$ cat src/rtl/uart_rx_cmd_decoder_if.sv
// Byte-stream and TAP-side signal bundle for uart_rx_cmd_decoder.
// The slave modport is the decoder. The master modport is the surrounding logic,
// which is the UART receiver on one side and the TAP on the other.
interface uart_rx_cmd_decoder_if #(
  parameter int unsigned DEPTH = 8
);
  logic [7:0]               RX_DATA_I;
  logic                     RX_VALID_I;
  logic                     RX_ERR_I;
  logic                     READ_I;
  logic [7:0]               DATA_REC_O;
  logic                     RX_EMPTY_O;
  logic                     CMD_REC_O;
  logic [$clog2(DEPTH):0]   LEVEL_O;
  logic                     OVERFLOW_O;
  logic                     RX_ERR_O;

  modport slave (
    input  RX_DATA_I, RX_VALID_I, RX_ERR_I, READ_I,
    output DATA_REC_O, RX_EMPTY_O, CMD_REC_O, LEVEL_O, OVERFLOW_O, RX_ERR_O
  );

  modport master (
    output RX_DATA_I, RX_VALID_I, RX_ERR_I, READ_I,
    input  DATA_REC_O, RX_EMPTY_O, CMD_REC_O, LEVEL_O, OVERFLOW_O, RX_ERR_O
  );
endinterface

$ cat src/rtl/uart_rx_cmd_decoder.sv
// Splits the UART byte stream into data and command entries using an escape byte.
// The decoded entries are queued in a first-word-fall-through FIFO.
// The FIFO head is presented to the DMI UART TAP.
module uart_rx_cmd_decoder #(
  parameter int unsigned DEPTH    = 8,
  parameter logic [7:0]  ESC_CHAR = 8'h1B
) (
  input  logic                   CLK_I,
  input  logic                   RST_NI,
  uart_rx_cmd_decoder_if.slave   rx_if
);

  localparam int unsigned AW = $clog2(DEPTH);
  localparam int unsigned PW = AW + 1;

  typedef enum logic {
    S_DATA = 1'b0,
    S_ESC  = 1'b1
  } state_t;

  state_t        r_state;
  state_t        w_state_nxt;
  logic          w_push;
  logic [8:0]    w_push_entry;
  logic          w_err;

  logic [PW-1:0] r_wptr;
  logic [PW-1:0] r_rptr;
  logic [8:0]    r_mem [DEPTH];
  logic          r_ovf;
  logic          r_err;

  logic          w_empty;
  logic          w_full;
  logic          w_pop;
  logic          w_push_ok;
  logic          w_drop;
  logic [8:0]    w_head;

  // Decoder state register; a reset discards any pending escape.
  always_ff @(posedge CLK_I or negedge RST_NI) begin
    if (!RST_NI) r_state <= S_DATA;
    else         r_state <= w_state_nxt;
  end

  // Classifies each strobed byte and produces the {cmd, byte} entry to push.
  always_comb begin
    w_state_nxt  = r_state;
    w_push       = 1'b0;
    w_push_entry = '0;
    w_err        = 1'b0;
    if (rx_if.RX_VALID_I) begin
      if (rx_if.RX_ERR_I) begin
        w_err       = 1'b1;
        w_state_nxt = S_DATA;
      end else begin
        unique case (r_state)
          S_DATA: begin
            if (rx_if.RX_DATA_I == ESC_CHAR) begin
              w_state_nxt = S_ESC;
            end else begin
              w_push       = 1'b1;
              w_push_entry = {1'b0, rx_if.RX_DATA_I};
            end
          end
          S_ESC: begin
            w_push       = 1'b1;
            w_push_entry = (rx_if.RX_DATA_I == ESC_CHAR) ? {1'b0, ESC_CHAR}
                                                          : {1'b1, rx_if.RX_DATA_I};
            w_state_nxt  = S_DATA;
          end
          default: w_state_nxt = S_DATA;
        endcase
      end
    end
  end

  assign w_empty = (r_wptr == r_rptr);
  assign w_full  = (r_wptr[AW] != r_rptr[AW]) && (r_wptr[AW-1:0] == r_rptr[AW-1:0]);
  assign w_pop   = rx_if.READ_I && !w_empty;
  // A pop on a full FIFO frees the slot that the same-cycle push will use.
  assign w_push_ok = w_push && (!w_full || w_pop);
  assign w_drop    = w_push && !w_push_ok;

  // FIFO pointers; they are one bit wider than the address so that full can be told apart from empty.
  always_ff @(posedge CLK_I or negedge RST_NI) begin
    if (!RST_NI) begin
      r_wptr <= '0;
      r_rptr <= '0;
    end else begin
      if (w_push_ok) r_wptr <= r_wptr + 1'b1;
      if (w_pop)     r_rptr <= r_rptr + 1'b1;
    end
  end

  // Entry storage; it is deliberately left unreset.
  always_ff @(posedge CLK_I) begin
    if (w_push_ok) r_mem[r_wptr[AW-1:0]] <= w_push_entry;
  end

  // Registered single-cycle event pulses.
  always_ff @(posedge CLK_I or negedge RST_NI) begin
    if (!RST_NI) begin
      r_ovf <= 1'b0;
      r_err <= 1'b0;
    end else begin
      r_ovf <= w_drop;
      r_err <= w_err;
    end
  end

  // The head is driven from registers only, so the TAP's READ path stays loop-free.
  always_comb begin
    w_head = w_empty ? '0 : r_mem[r_rptr[AW-1:0]];
  end

  assign rx_if.DATA_REC_O = w_head[7:0];
  assign rx_if.CMD_REC_O  = w_head[8];
  assign rx_if.RX_EMPTY_O = w_empty;
  assign rx_if.LEVEL_O    = r_wptr - r_rptr;
  assign rx_if.OVERFLOW_O = r_ovf;
  assign rx_if.RX_ERR_O   = r_err;

endmodule

$ cat src/flat_wrapper.sv
// flat-port wrapper written by rule: the top's interface ports become plain ports
module uart_rx_cmd_decoder_flat 
#(
  parameter int unsigned DEPTH    = 8,
  parameter logic [7:0]  ESC_CHAR = 8'h1B
)
  (CLK_I, RST_NI, rx_if_RX_DATA_I, rx_if_RX_VALID_I, rx_if_RX_ERR_I, rx_if_READ_I, rx_if_DATA_REC_O, rx_if_RX_EMPTY_O, rx_if_CMD_REC_O, rx_if_LEVEL_O, rx_if_OVERFLOW_O, rx_if_RX_ERR_O);
  uart_rx_cmd_decoder_if #(.DEPTH(DEPTH)) rx_if_i ();
  input  logic CLK_I;
  input  logic RST_NI;
  input wire logic [$bits(rx_if_i.RX_DATA_I)-1:0] rx_if_RX_DATA_I;
  input wire logic [$bits(rx_if_i.RX_VALID_I)-1:0] rx_if_RX_VALID_I;
  input wire logic [$bits(rx_if_i.RX_ERR_I)-1:0] rx_if_RX_ERR_I;
  input wire logic [$bits(rx_if_i.READ_I)-1:0] rx_if_READ_I;
  output wire logic [$bits(rx_if_i.DATA_REC_O)-1:0] rx_if_DATA_REC_O;
  output wire logic [$bits(rx_if_i.RX_EMPTY_O)-1:0] rx_if_RX_EMPTY_O;
  output wire logic [$bits(rx_if_i.CMD_REC_O)-1:0] rx_if_CMD_REC_O;
  output wire logic [$bits(rx_if_i.LEVEL_O)-1:0] rx_if_LEVEL_O;
  output wire logic [$bits(rx_if_i.OVERFLOW_O)-1:0] rx_if_OVERFLOW_O;
  output wire logic [$bits(rx_if_i.RX_ERR_O)-1:0] rx_if_RX_ERR_O;
  assign rx_if_i.RX_DATA_I = rx_if_RX_DATA_I;
  assign rx_if_i.RX_VALID_I = rx_if_RX_VALID_I;
  assign rx_if_i.RX_ERR_I = rx_if_RX_ERR_I;
  assign rx_if_i.READ_I = rx_if_READ_I;
  assign rx_if_DATA_REC_O = rx_if_i.DATA_REC_O;
  assign rx_if_RX_EMPTY_O = rx_if_i.RX_EMPTY_O;
  assign rx_if_CMD_REC_O = rx_if_i.CMD_REC_O;
  assign rx_if_LEVEL_O = rx_if_i.LEVEL_O;
  assign rx_if_OVERFLOW_O = rx_if_i.OVERFLOW_O;
  assign rx_if_RX_ERR_O = rx_if_i.RX_ERR_O;
  uart_rx_cmd_decoder #(.DEPTH(DEPTH), .ESC_CHAR(ESC_CHAR)) u_core (.CLK_I(CLK_I), .RST_NI(RST_NI), .rx_if(rx_if_i));
endmodule
$ cat config.mk
export PLATFORM = sky130hd
export DESIGN_NAME = uart_rx_cmd_decoder_flat
export DESIGN_NICKNAME = d
export VERILOG_FILES = /design/src/rtl/uart_rx_cmd_decoder_if.sv /design/src/rtl/uart_rx_cmd_decoder.sv /design/src/flat_wrapper.sv
export SDC_FILE = /design/constraint.sdc
export NUM_CORES = 1
export LEC_CHECK = 0
export ABC_AREA = 0
export CORE_MARGIN = 10
export CORE_UTILIZATION = 25
export CTS_CLUSTER_DIAMETER = 30
export DETAILED_ROUTE_END_ITERATION = 8
export MAX_ROUTING_LAYER = met4
export SLEW_MARGIN = 20
export SYNTH_ARGS = -nofsm -noshare
export SYNTH_HDL_FRONTEND = slang
export SYNTH_SLANG_ARGS = --single-unit
$ cat constraint.sdc
create_clock -name CLK_I -period 2.6 [get_ports CLK_I]
set_input_delay 0.52 -clock CLK_I [delete_from_list [all_inputs] [get_ports CLK_I]]
set_output_delay 0.52 -clock CLK_I [all_outputs]
set_load 0.02 [all_outputs]
* Word level (Yosys, flattened, before mapping)
Memories as Yosys holds them, arrays and structs flattened.
Index checks and enable logic that the tools add are counted.
** Storage, ports and cells
- Register bits after elaboration :: 11
- Word-level logic and storage cells :: 39
- RAM bits :: 72
- Output and inout bits :: 16
- Input port bits :: 13
- Memories kept :: 1
** Operators by class
- Bitwise logic cells :: 1
- Muxes and demuxes :: 17
- Eq/ne operators :: 4
- Reduce and logical (&&, ||, !) cells :: 8
- Add/sub/neg operators :: 3
** Memory list
- u_core.r_mem :: words 8, bits a word 9, read ports 1, clocked after memory_dff 0, wr ports 1, line uart_rx_cmd_decoder.sv:29 : logic [8:0] r_mem [DEPTH];
** Operator list (number)
- $mux W9 :: 4
- $pmux W9 S2 :: 1
- $mux W1 :: 9
- $add A4 B1 Y4 const B :: 2
- $eq A8 B5 Y1 const B :: 1
- $mux W8 :: 1
- $eq A4 B4 Y1 :: 1
- $logic_and A1 B1 Y1 :: 4
- $pmux W1 S2 :: 2
- $sub A4 B4 Y4 :: 1
- $eq A3 B3 Y1 :: 1
- $logic_not A1 Y1 :: 3
- $logic_or A1 B1 Y1 :: 1
- $ne A1 B1 Y1 :: 1
- $not A1 Y1 :: 1

* Depth between registers and ports, before layout
Gate-level depths: netlist of run 1.
- Depth in word-level cells :: 8
- Gate-level depth with buffers :: 7
- Gate-level depth less buffers :: 6

* Worst setup path before layout of run 1
Ideal clock, no wire load.
- Path type :: register to register
- Start :: reg u_core.r_rptr[1]
- End :: mem u_core.r_mem[4][0], enable pin
- Buffers on the path :: 1
- Arrival time :: 2.510 ns
- Period minus slack after synthesis :: 2.912 ns
- Slack :: -0.312 ns
- Cell stages (with the launch flop) :: 8
- Path through :: dfrtp_1 > clkbuf_1 > inv_1 > ha_1 > nand3_1 > or3_4 > nand2_4 > nor4b_1
** Between the ends
- Cells in the longest elaborated chain, start to end :: 7
- Elaborated cells on any way between the ends :: 10
- Those cells by class :: eq/ne (2); mux (2); reduce/logical (6)
** Ends and longest elaborated chain
- start: declaration :: line uart_rx_cmd_decoder.sv:28 : logic [PW-1:0] r_rptr;
- start signal: assignment :: line uart_rx_cmd_decoder.sv:92 : if (w_pop) r_rptr <= r_rptr + 1'b1;
- $eq A4 B4 Y1 / $eq A3 B3 Y1 (equally long branches) :: line uart_rx_cmd_decoder.sv:78, uart_rx_cmd_decoder.sv:79
- $logic_not A1 Y1 / $logic_and A1 B1 Y1 (equally long branches) :: line uart_rx_cmd_decoder.sv:80, uart_rx_cmd_decoder.sv:79
- $logic_and A1 B1 Y1 / $logic_not A1 Y1 (equally long branches) :: line uart_rx_cmd_decoder.sv:80, uart_rx_cmd_decoder.sv:82
- $logic_or A1 B1 Y1 (*) :: line uart_rx_cmd_decoder.sv:82 : assign w_push_ok = w_push && (!w_full || w_pop);
- $logic_and A1 B1 Y1 (*) :: line uart_rx_cmd_decoder.sv:82
- $mux W1 (*) :: line uart_rx_cmd_decoder.sv:98 : if (w_push_ok) r_mem[r_wptr[AW-1:0]] <= w_push_entry;
- $mux W1 (not written as such) (*) :: line uart_rx_cmd_decoder.sv:98
- end: declaration :: line uart_rx_cmd_decoder.sv:29
Mark *: on every way between the ends. The rest lies on a longest branch, timed or not.

* Worst setup path after layout of run 1
- Start :: reg u_core.r_rptr[0]
- End :: out rx_if_DATA_REC_O[3]
** Between the ends
- Cells in the longest elaborated chain, start to end :: 2
- Elaborated cells on any way between the ends :: 3
- Those cells by class :: eq/ne (1); mux (1); memory (1)
** Ends and longest elaborated chain
- $mem_v2 Z8 W9 / $eq A4 B4 Y1 (equally long branches)
- $mux W9 (*) :: line uart_rx_cmd_decoder.sv:114 : w_head = w_empty ? '0 : r_mem[r_rptr[AW-1:0]];
- end: declaration :: line flat_wrapper.sv:15 : output wire logic [$bits(rx_if_i.DATA_REC_O)-1:0] rx_if_DATA_REC_O;
Marked as above.

==> metrics.csv, run 1 <==
stage,metric,value,unit
status,status,completed,
worst_setup_path,reg2reg_to,u_core.r_mem[4][7],
finish,area_delta_synth_final,29.0,%
drt,route.antenna.remaining_nets,0,
power,combPwrFrac,43.1,%
power,seqPwrFrac,31.6,%
clocking,htreeDepth,3,
die,fp.dieH,138,um
power,pwr-share-clk,25.3,%
logic_synthesis,async_flop_share,13.3,%
logic_synthesis,yosys.area_share.adder,2.37,%
logic_synthesis,synth_compound_area_share,2.62,%
timing,setup_viol,0,
timing,finalHoldViolCount,0,
finish,final_nets,280,
logic_synthesis,synthMostInstantiatedCell,edfxtp_1,
finish,regArea,0.00244,mm^2
min_path,worstHoldEndpoint,u_core.r_wptr[3],
min_path,hp-class,reg2reg,
logic_synthesis,syn_inst,202,
min_path,min_path_cells,1,
power,ir_drop,696,uV
place,place.gp.congestion,0.791,
logic_synthesis,ys_types,37,
logic_synthesis,synth_seq_cells,83,
timing,relSlewSlack,62.3,%
power,power.switching,1.84,mW
worst_setup_path,crit_path_start_kind,register,
clocking,cts.clk_slew.worst_paths,60,ps
clocking,cts_hold_buf,0,
finish,num_antenna_cells,0,
die,initial_core_util,25.3,%
place,port_buffers,28,
finish,final_util,32.7,%
logic_synthesis,yosys_warnings,0,
timing,maxSlewViolCount,0,
clocking,clock_sinks,83,
power,p_per_area,1180,mW/mm^2
logic_synthesis,syn-mean-instance-area,17.3,um^2
logic_synthesis,muxShareOfSynthArea,12.3,%
power,p_leak,1.60,nW
die,row_count,43,
die,coreArea,0.0138,mm^2
logic_synthesis,synth_top_cell_by_area,edfxtp_1,
global_route,grt_usage,9.00,%
global_route,grt_max_degree,15,
logic_synthesis,yosys.area_share.simple,8.54,%
finish,drive_above_1_share,30.6,%
logic_synthesis,synth_top_area_share,62.0,%
timing,fmax,0.398,GHz
worst_setup_path,r2r.worst_path.cells,8,
min_path,hold_start,u_core.r_wptr[3],
worst_setup_path,critPathKind,reg2out,
clocking,clock_path_buffers,2,
power,intPower,3.47,mW
logic_synthesis,synthXorXnorAreaFrac,2.26,%
drt,routed_wl,8.04,mm
place,dp_hpwl,5.65,mm
drt,first_iter_violations,173,
finish,num-fill-cells,1370,
die,io-pin-count,29,
job,max-cap-violations,0,
logic_synthesis,syn_area,0.00349,mm^2
logic_synthesis,synthTopCellsByArea,"edfxtp_1 62%, mux4_2 12%, dfrtp_1 7.9%",
global_route,gr-total-overflow,0,
timing,fin_crit,2510,ps
power,swShare,34.7,%
finish,multiInputGateArea,0.00101,mm^2
timing,finalSetupTns,0,ps
clocking,cts_tree,done,
worst_setup_path,worst_setup_path_end_kind,output port,
die,die_x,138,um
clocking,cts_root_buf,clkbuf_16,
logic_synthesis,synth_flop_cell,edfxtp_1,
worst_setup_path,crit_arrival,1990,ps
drt,drc,0,
timing,period_share,96.7,%
timing,rsz0062_at_grt,false,
worst_setup_path,rr_startpoint,u_core.r_rptr[2],
drt,wl_per_cell,18.1,um
worst_setup_path,ff2ff_setup_slack,460,ps
logic_synthesis,synth_top_family_by_area,multiplexers,
clocking,insertion_delay,330,ps
drt,first_pass_iters,4,
drt,vias_per_cell,4.38,
clocking,cts_buffers,9,
worst_setup_path,worstPathRequired,2080,ps
global_route,grt_antenna_before_repair,0,
logic_synthesis,syn_nets,221,
timing,finClkSkew,5.56,ps
timing,tightest_slew,564,ps
drt,vias,1951,
die,fp.dieArea,0.0191,mm^2
logic_synthesis,seq_area_frac_synth,69.9,%
clocking,postCtsSetupBuffers,0,
global_route,grt_pass1_vias,2180,
logic_synthesis,synth_edf_count,72,
logic_synthesis,synth_common_cells,"72 x edfxtp_1, 20 x nand2_1, 18 x mux4_2",
worst_setup_path,critPathMaxFanout,12,
global_route,grt_pass1_wl,12.9,mm
-- cells by family after synthesis --
family | after synthesis
flip-flops | 83
XOR/XNOR | 9
AND/OR/NAND/NOR | 53
AO/OA/AOI/OAI | 14
adder cells (fa/ha/maj) | 6
multiplexers | 20
buffers and inverters | 17
-- final cells by class --
class | instances | share of cell area, %
clock buffers | 9 | 5.01
well taps | 180 | 5.01
repair buffers | 55 | 10.4
multi-input cells | 102 | 22.6
flip-flops and latches | 83 | 54.2
inverters | 10 | 0.834
clock inverters | 6 | 1.95
-- through the flow --
| step | setup slack, ps | hold WS (ps) | cell area (um^2) | std cells | total power, mW |
|---|---|---|---|---|---|
| floorplan | -145 | 224 | 3500 | 202 | 3.08 |
| detailed placement | 16.7 | 489 | 4190 | 430 | 4.15 |
| global route | 0.502 | 543 | 4500 | 445 | 5.63 |
| global placement | 20.9 | 476 | 4190 | 430 | 4.14 |
| finish | 86.7 | 495 | 4500 | 445 | 5.31 |
| CTS | -15.8 | 499 | 4490 | 445 | 5.37 |
-- cells in the final DEF, fill, tap and decap left out, types with 2 or more instances in the layout --
master	synthesis	layout
edfxtp_1	72	72
buf_4	1	26
nand2_1	20	20
mux4_2	18	18
clkdlybuf4s50_1	0	15
a21oi_1	10	10
dfrtp_1	11	10
and2_1	9	9
clkbuf_16	0	9
inv_1	8	8
xnor2_1	8	8
nand3_1	5	5
ha_1	5	4
clkbuf_2	0	4
dlygate4sd2_1	0	4
nor3_1	3	3
clkdlybuf4s15_2	0	3
nor4b_2	1	2
nand4_1	2	2
nor2_1	2	2
nor4_2	0	2
clkinv_2	0	2
inv_6	0	2
bufinv_16	0	2
-- how the worst max path moves through the flow --
stage / from / end / slack (ps) / depth (start not counted)
2_1_floorplan: u_core.r_rptr[1] / u_core.r_mem[0][0] / -150 / 7
6_report: u_core.r_rptr[0] / rx_if_DATA_REC_O[3] / 90 / 5
4_1_cts: u_core.r_rptr[0] / rx_if_DATA_REC_O[3] / -20 / 5
3_5_place_dp: u_core.r_rptr[2] / rx_if_DATA_REC_O[7] / 20 / 7
3_3_place_gp: u_core.r_rptr[2] / rx_if_DATA_REC_O[7] / 20 / 7
5_1_grt: u_core.r_wptr[1] / rx_if_LEVEL_O[2] / 0.5 / 5
-- repair_timing --
item,4_1_cts,5_1_grt
gates resized for setup,26,11
endpoints found under the setup margin,13,10
hold endpoints to repair,0,0
-- flip-flops by register name, indices dropped and copies added (netlist names) --
signal	cells
u_core.rx_if.RX_ERR_O	1
u_core.rx_if.OVERFLOW_O	1
u_core.r_rptr	4
u_core.r_state	1
u_core.r_mem	72
u_core.r_wptr	4
-- routing by layer --
layer  GRT usage [%]  wire length [um]
met5               -                 0
met4            3.16               100
met3            2.29               263
met2            15.0              4140
met1            10.3              3540
-- critical path, stage by stage, from the launching register on --
cell           delay (ps)
dfrtp_2               450
buf_12                190
mux4_2                510
nand2_1                80
a21oi_1                90
dlygate4sd2_1         330
-- power by group through the flow --
| stage | Sequential, mW | Clock [mW] | Combinational [mW] |
|---|---|---|---|
| 6_report | 1.68 | 1.34 | 2.29 |
| 5_1_grt | 1.69 | 1.42 | 2.52 |
| 4_1_cts | 1.67 | 1.36 | 2.34 |
| 3_5_place_dp | 1.69 | 0 | 2.45 |
| 3_3_place_gp | 1.68 | 0 | 2.46 |
| 2_1_floorplan | 1.70 | 0 | 1.38 |
(Power assumes the default switching activity.)
==> run 2: changes to the inputs <==
==> constraint.sdc (replaced) <==
create_clock -name CLK_I -period 2.4 [get_ports CLK_I]
set_input_delay 0.48 -clock CLK_I [delete_from_list [all_inputs] [get_ports CLK_I]]
set_output_delay 0.48 -clock CLK_I [all_outputs]
set_load 0.02 [all_outputs]
==> metrics.csv, run 2 (synthesis gave the netlist of run 1 again) <==
stage,metric,value,unit,change
die,initial_core_util,25.3,%,unchanged
timing,tightest_slew,972,ps,was 564 ps
worst_setup_path,rr_startpoint,u_core.r_rptr[0],,was u_core.r_rptr[2]
finish,num_antenna_cells,0,,unchanged
worst_setup_path,ff2ff_setup_slack,360,ps,was 460 ps
worst_setup_path,cp.buffers_inverters,4,,was 2
timing,maxSlewViolCount,0,,unchanged
timing,finalSetupTns,0,ps,unchanged
timing,worst_slack,20.6,ps,was 86.7 ps
power,ir_drop,429,uV,was 696 uV
drt,routed_wl,7.67,mm,was 8.04 mm
drt,drc,0,,unchanged
finish,layout_commonest_cell,edfxtp_1,,unchanged
worst_setup_path,worstPathRequired,1920,ps,was 2080 ps
die,row_count,43,,unchanged
worst_setup_path,critPathMaxFanout,7,,was 12
timing,fmax,0.420,GHz,
drt,vias,1971,,"was 1,951"
die,fp.dieArea,0.0191,mm^2,unchanged
clocking,htreeDepth,3,,unchanged
finish,drive_above_1_share,40.1,%,was 30.6%
timing,period_share,99.1,%,
status,status,completed,,unchanged
global_route,grt_antenna_before_repair,0,,unchanged
power,p_leak,1.66,nW,was 1.60 nW
worst_setup_path,crit_path_start_kind,register,,unchanged
worst_setup_path,critPathTopFamily,buffers and inverters,,unchanged
finish,regArea,0.00244,mm^2,about the same
drt,first_pass_iters,4,,unchanged
clocking,cts_tree,done,,unchanged
clocking,cts_root_buf,clkbuf_16,,unchanged
job,max-cap-violations,0,,unchanged
global_route,grt_usage,8.27,%,was 9.00%
worst_setup_path,reg2reg_to,u_core.r_mem[5][8],,was u_core.r_mem[4][7]
finish,final_util,33.8,%,was 32.7%
worst_setup_path,r2r.worst_path.cells,7,,was 8
clocking,insertion_delay,330,ps,about the same
die,coreArea,0.0138,mm^2,unchanged
worst_setup_path,worst_setup_path_end_kind,output port,,unchanged
drt,route.antenna.remaining_nets,0,,unchanged
die,io-pin-count,29,,unchanged
die,die_x,138,um,unchanged
place,port_buffers,28,,unchanged
finish,stdcell_area,0.00466,mm^2,was 0.00450 mm^2
drt,first_iter_violations,162,,was 173
timing,finalHoldViolCount,0,,unchanged
timing,setup_viol,0,,unchanged
place,dp_hpwl,5.40,mm,was 5.65 mm
worst_setup_path,critPathKind,reg2out,,unchanged
drt,vias_per_cell,4.31,,was 4.38
place,numPlacedInstances,435,,was 430
place,placed_area,0.00427,mm^2,was 0.00419 mm^2
worst_setup_path,critPathMaxStageDelay,500,ps,was 510 ps
die,fp.dieH,138,um,unchanged
finish,largest_reg_flops,72,,unchanged
power,p_per_area,1300,mW/mm^2,was 1180 mW/mm^2
min_path,hp-class,in2async,,was reg2reg
worst_setup_path,cp.depth,7,,was 5
clocking,clock_sinks,83,,unchanged
global_route,grt_pass1_vias,2108,,"was 2,180"
finish,layout_common_cells,"72 x edfxtp_1, 38 x buf_4, 18 x mux4_2, 15 x clkdlybuf4s50_1, 14 x nand2_1",,"was 72 x edfxtp_1, 26 x buf_4, 20 x nand2_1, 18 x mux4_2, 15 x clkdlybuf4s50_1"
finish,area_delta_synth_final,33.6,%,was 29.0%
timing,rsz0062_at_grt,true,,was false
clocking,cts.clk_slew.worst_paths,60,ps,about the same
worst_setup_path,crit_arrival,1900,ps,was 1990 ps
global_route,gr-total-overflow,0,,unchanged
place,dp_slack,-97.6,ps,was 16.7 ps
drt,wl_per_cell,16.8,um,was 18.1 um
finish,num-fill-cells,1326,,"was 1,370"
timing,fin_crit,2380,ps,
global_route,grt_max_degree,21,,was 15
timing,relSlewSlack,34.8,%,was 62.3%
finish,final_nets,291,,was 280
timing,finClkSkew,7.19,ps,was 5.56 ps
worst_setup_path,path_cells,buf_6 > buf_12 > buf_12 > mux4_2 > nand2_2 > a21oi_2 > buf_6,,was buf_12 > mux4_2 > nand2_1 > a21oi_1 > dlygate4sd2_1
global_route,grt_pass1_wl,12.0,mm,was 12.9 mm
clocking,cts_hold_buf,0,,unchanged
place,place.gp.congestion,0.788,,was 0.791
finish,multiInputGateArea,0.00106,mm^2,was 0.00101 mm^2
worst_setup_path,slowest_stage,mux4_2,,unchanged
finish,final_cell_count_no_fill,457,,was 445
clocking,cts_buffers,9,,unchanged
clocking,clock_path_buffers,2,,unchanged
run 2: changes by cell type in the layout (fill, tap and decap cells not counted), moves of 2 or more:
cell             before  now
a21oi_1              10    1
a21oi_2               0    9
buf_12                1    3
buf_4                26   38
buf_6                 0    5
clkbuf_2              4    1
clkdlybuf4s15_2       3    0
clkinvlp_4            0    2
dlygate4sd2_1         4    1
nand2_1              20   14
nand2_2               0    6
nor3_1                3    1
nor3_2                0    2
run 2: worst reg2reg max path: stages, from the launching register on:
cell,delay [ps]
dfrtp_1,410
ha_1,330
buf_4,140
nand3_1,70
or3_4,160
nand3_1,170
nor3b_2,270
buf_4,200
run 2: routing by layer:
layer | track usage [%] | vias to the layer above | wire [um]
met5 | - | - | 0
met1 | 9.68 | 995 | 3300
met2 | 13.4 | 51 | 3900
met3 | 1.82 | 8 | 373
li1 | - | 917 | -
met4 | 3.72 | 0 | 102
run 2: worst max path at each step:
stage	slack [ps]	to	startpoint
2_1_floorplan	-350	u_core.r_mem[0][0]	u_core.r_rptr[1]
3_3_place_gp	-80	rx_if_DATA_REC_O[6]	u_core.r_rptr[0]
3_5_place_dp	-100	rx_if_DATA_REC_O[2]	u_core.r_rptr[0]
4_1_cts	-140	rx_if_DATA_REC_O[5]	u_core.r_rptr[0]
5_1_grt	-60	rx_if_DATA_REC_O[4]	u_core.r_rptr[0]
6_report	20	rx_if_DATA_REC_O[4]	u_core.r_rptr[0]
run 2: per-stage QoR:
step / power (mW) / hold slack (ps)
floorplan: 3.36 / 184
global placement: 4.62 / 481
detailed placement: 4.65 / 484
CTS: 5.95 / 497
global route: 6.40 / 506
finish: 6.06 / 492
run 2: timing repair:
| action | 4_1_cts | 5_1_grt |
|---|---|---|
| resized for setup | 48 | 26 |
| setup buffers | 2 | 5 |
| pin swaps | 1 | 6 |
| endpoints found under the hold margin | 0 | 0 |
| endpoints found under the setup margin | 13 | 12 |
run 2: cell type report:
cell class,instances,share of cell area (%)
Sequential cell,83,52.4
Multi-Input combinational cell,102,22.8
Timing Repair Buffer,66,12.6
Clock buffer,9,4.84
Tap cell,180,4.84
Clock inverter,7,1.77
Inverter,10,0.833
run 2: report_power, final:
group	internal [mW]	total [mW]	switching (mW)
logic	1.40	2.87	1.46
registers	1.74	1.80	0.0648
clock network	0.822	1.39	0.570
==> run 3: changes to the inputs <==
==> constraint.sdc (replaced) <==
create_clock -name CLK_I -period 2.1 [get_ports CLK_I]
set_input_delay 0.42 -clock CLK_I [delete_from_list [all_inputs] [get_ports CLK_I]]
set_output_delay 0.42 -clock CLK_I [all_outputs]
set_load 0.02 [all_outputs]
==> metrics.csv, run 3 (synthesis gave the netlist of run 1 again) <==
stage,metric,value,unit,change
status,violations,negative setup slack,,
worst_setup_path,rr_startpoint,u_core.r_rptr[2],,was u_core.r_rptr[0]
place,placed_area,0.00452,mm^2,was 0.00427 mm^2
finish,drive_above_1_share,49.7,%,was 40.1%
timing,maxSlewViolCount,0,,unchanged
worst_setup_path,worstPathRequired,1680,ps,was 1920 ps
die,fp.dieH,138,um,unchanged
min_path,hp-class,in2async,,unchanged
die,row_count,43,,unchanged
clocking,clock_path_buffers,2,,unchanged
global_route,grt_usage,8.37,%,was 8.27%
place,place.gp.congestion,0.749,,was 0.788
clocking,clock_sinks,83,,unchanged
place,dp_hpwl,5.51,mm,was 5.40 mm
worst_setup_path,worst_setup_path_end_kind,output port,,unchanged
clocking,insertion_delay,330,ps,about the same
die,coreArea,0.0138,mm^2,unchanged
finish,num-fill-cells,1320,,"was 1,326"
drt,wl_per_cell,16.7,um,was 16.8 um
timing,fin_crit,2230,ps,
global_route,grt_pass1_vias,2083,,"was 2,108"
timing,worst_slack,-130,ps,was 20.6 ps
finish,num_antenna_cells,0,,unchanged
worst_setup_path,ff2ff_setup_slack,50,ps,was 360 ps
global_route,grt_max_degree,19,,was 21
die,io-pin-count,29,,unchanged
finish,largest_reg_flops,72,,unchanged
timing,hold_slack,438,ps,was 492 ps
finish,final_util,36.1,%,was 33.8%
timing,finalSetupTns,-1060,ps,was 0 ps
timing,tightest_slew,537,ps,was 972 ps
clocking,htreeDepth,3,,unchanged
drt,vias_per_cell,4.24,,was 4.31
clocking,cts_tree,done,,unchanged
power,ir_drop,526,uV,was 429 uV
power,p_leak,1.83,nW,was 1.66 nW
place,dp_slack,-330,ps,was -97.6 ps
worst_setup_path,crit_path_start_kind,register,,unchanged
finish,regArea,0.00244,mm^2,about the same
finish,multiInputGateArea,0.00120,mm^2,was 0.00106 mm^2
drt,first_pass_iters,4,,unchanged
worst_setup_path,path_cells,buf_6 > buf_4 > mux4_2 > nand2_1 > a21oi_2 > buf_2,,was buf_6 > buf_12 > buf_12 > mux4_2 > nand2_2 > a21oi_2 > buf_6
finish,layout_commonest_cell,edfxtp_1,,unchanged
timing,finalHoldViolCount,0,,unchanged
die,fp.dieArea,0.0191,mm^2,unchanged
finish,final_nets,304,,was 291
global_route,grt_antenna_before_repair,0,,unchanged
timing,setup_viol,10,,was 0
worst_setup_path,critPathMaxFanout,3,,was 7
timing,rsz0062_at_grt,true,,unchanged
place,port_buffers,28,,unchanged
worst_setup_path,critPathMaxStageDelay,490,ps,was 500 ps
worst_setup_path,critPathKind,reg2out,,unchanged
die,die_x,138,um,unchanged
clocking,cts_buffers,9,,unchanged
worst_setup_path,r2r.worst_path.cells,9,,was 7
drt,first_iter_violations,121,,was 162
drt,route.antenna.remaining_nets,0,,unchanged
clocking,cts_root_buf,clkbuf_16,,unchanged
timing,relSlewSlack,64.1,%,was 34.8%
timing,fmax,0.449,GHz,
die,initial_core_util,25.3,%,unchanged
worst_setup_path,slowest_stage,mux4_2,,unchanged
job,max-cap-violations,0,,unchanged
global_route,grt_pass1_wl,12.0,mm,about the same
timing,finClkSkew,4.63,ps,was 7.19 ps
drt,drc,0,,unchanged
worst_setup_path,crit_arrival,1810,ps,was 1900 ps
drt,routed_wl,7.83,mm,was 7.67 mm
finish,layout_common_cells,"72 x edfxtp_1, 42 x buf_4, 18 x mux4_2, 13 x nand2_2, 12 x buf_6",,"was 72 x edfxtp_1, 38 x buf_4, 18 x mux4_2, 15 x clkdlybuf4s50_1, 14 x nand2_1"
finish,stdcell_area,0.00497,mm^2,was 0.00466 mm^2
clocking,cts.clk_slew.worst_paths,60,ps,about the same
drt,vias,1992,,"was 1,971"
power,p_per_area,1460,mW/mm^2,was 1300 mW/mm^2
timing,period_share,106,%,
worst_setup_path,reg2reg_to,u_core.r_wptr[1],,was u_core.r_mem[5][8]
finish,area_delta_synth_final,42.6,%,was 33.6%
global_route,gr-total-overflow,0,,unchanged
status,status,"complete, but fails checks",,was completed
[run 3: metrics by stage]
step           cells  power, mW
6_report         470       7.24
5_1_grt          470       7.67
4_1_cts          465       7.15
3_5_place_dp     447       5.57
3_3_place_gp     447       5.53
2_1_floorplan    202       4.08
[run 3: worst max path at each step]
stage                  startpoint             endpoint  slack (ps)  cells past startpoint
6_report         u_core.r_rptr[0]      rx_if_CMD_REC_O        -130                      6
5_1_grt          u_core.r_rptr[0]  rx_if_DATA_REC_O[3]        -210                      6
3_3_place_gp   rx_if_RX_DATA_I[3]   u_core.r_mem[2][3]        -320                      7
2_1_floorplan    u_core.r_wptr[0]   u_core.r_mem[4][0]          20                      7
3_5_place_dp   rx_if_RX_DATA_I[3]   u_core.r_mem[2][4]        -330                      7
4_1_cts          u_core.r_rptr[0]  rx_if_DATA_REC_O[2]        -170                      6
[run 3: layer usage]
metal	track usage, %	part of all wire, %	wire, um	vias up
met4	3.00	1.5	116	0
li1	-	-	-	949
met5	-	0	0	-
met1	9.96	44	3420	997
met2	13.5	52	4060	35
met3	2.12	3.0	231	11
[run 3: area by class of cell]
cell class | count | area share, %
flip-flops and latches | 83 | 49.1
multi-input cells | 102 | 24.1
repair buffers | 79 | 15.7
clock buffers | 10 | 4.61
well taps | 180 | 4.53
clock inverters | 6 | 1.11
inverters | 10 | 0.805
[run 3: report_power, final]
part           internal (mW)  leakage [nW]  switching, mW
clock network          0.910         0.139          0.582
registers               1.99         0.801          0.100
logic                   1.84         0.888           1.82
[run 3: worst max-delay path: cells and delay by family, from the launching register on]
kind,cells,cell delay [ps]
muxes,1,490
buffers and inverters,3,430
and+or+nand+nor,1,100
DFF,1,410
AOI/OAI and AO/OA,1,50
[run 3: what timing repair did]
item | 4_1_cts | 5_1_grt
endpoints found under the setup margin | 14 | 44
cloned | 0 | 0
pin swaps | 12 | 10
gates resized for setup | 84 | 26
buffers inserted | 2 | 5
hold buffers | 0 | 0
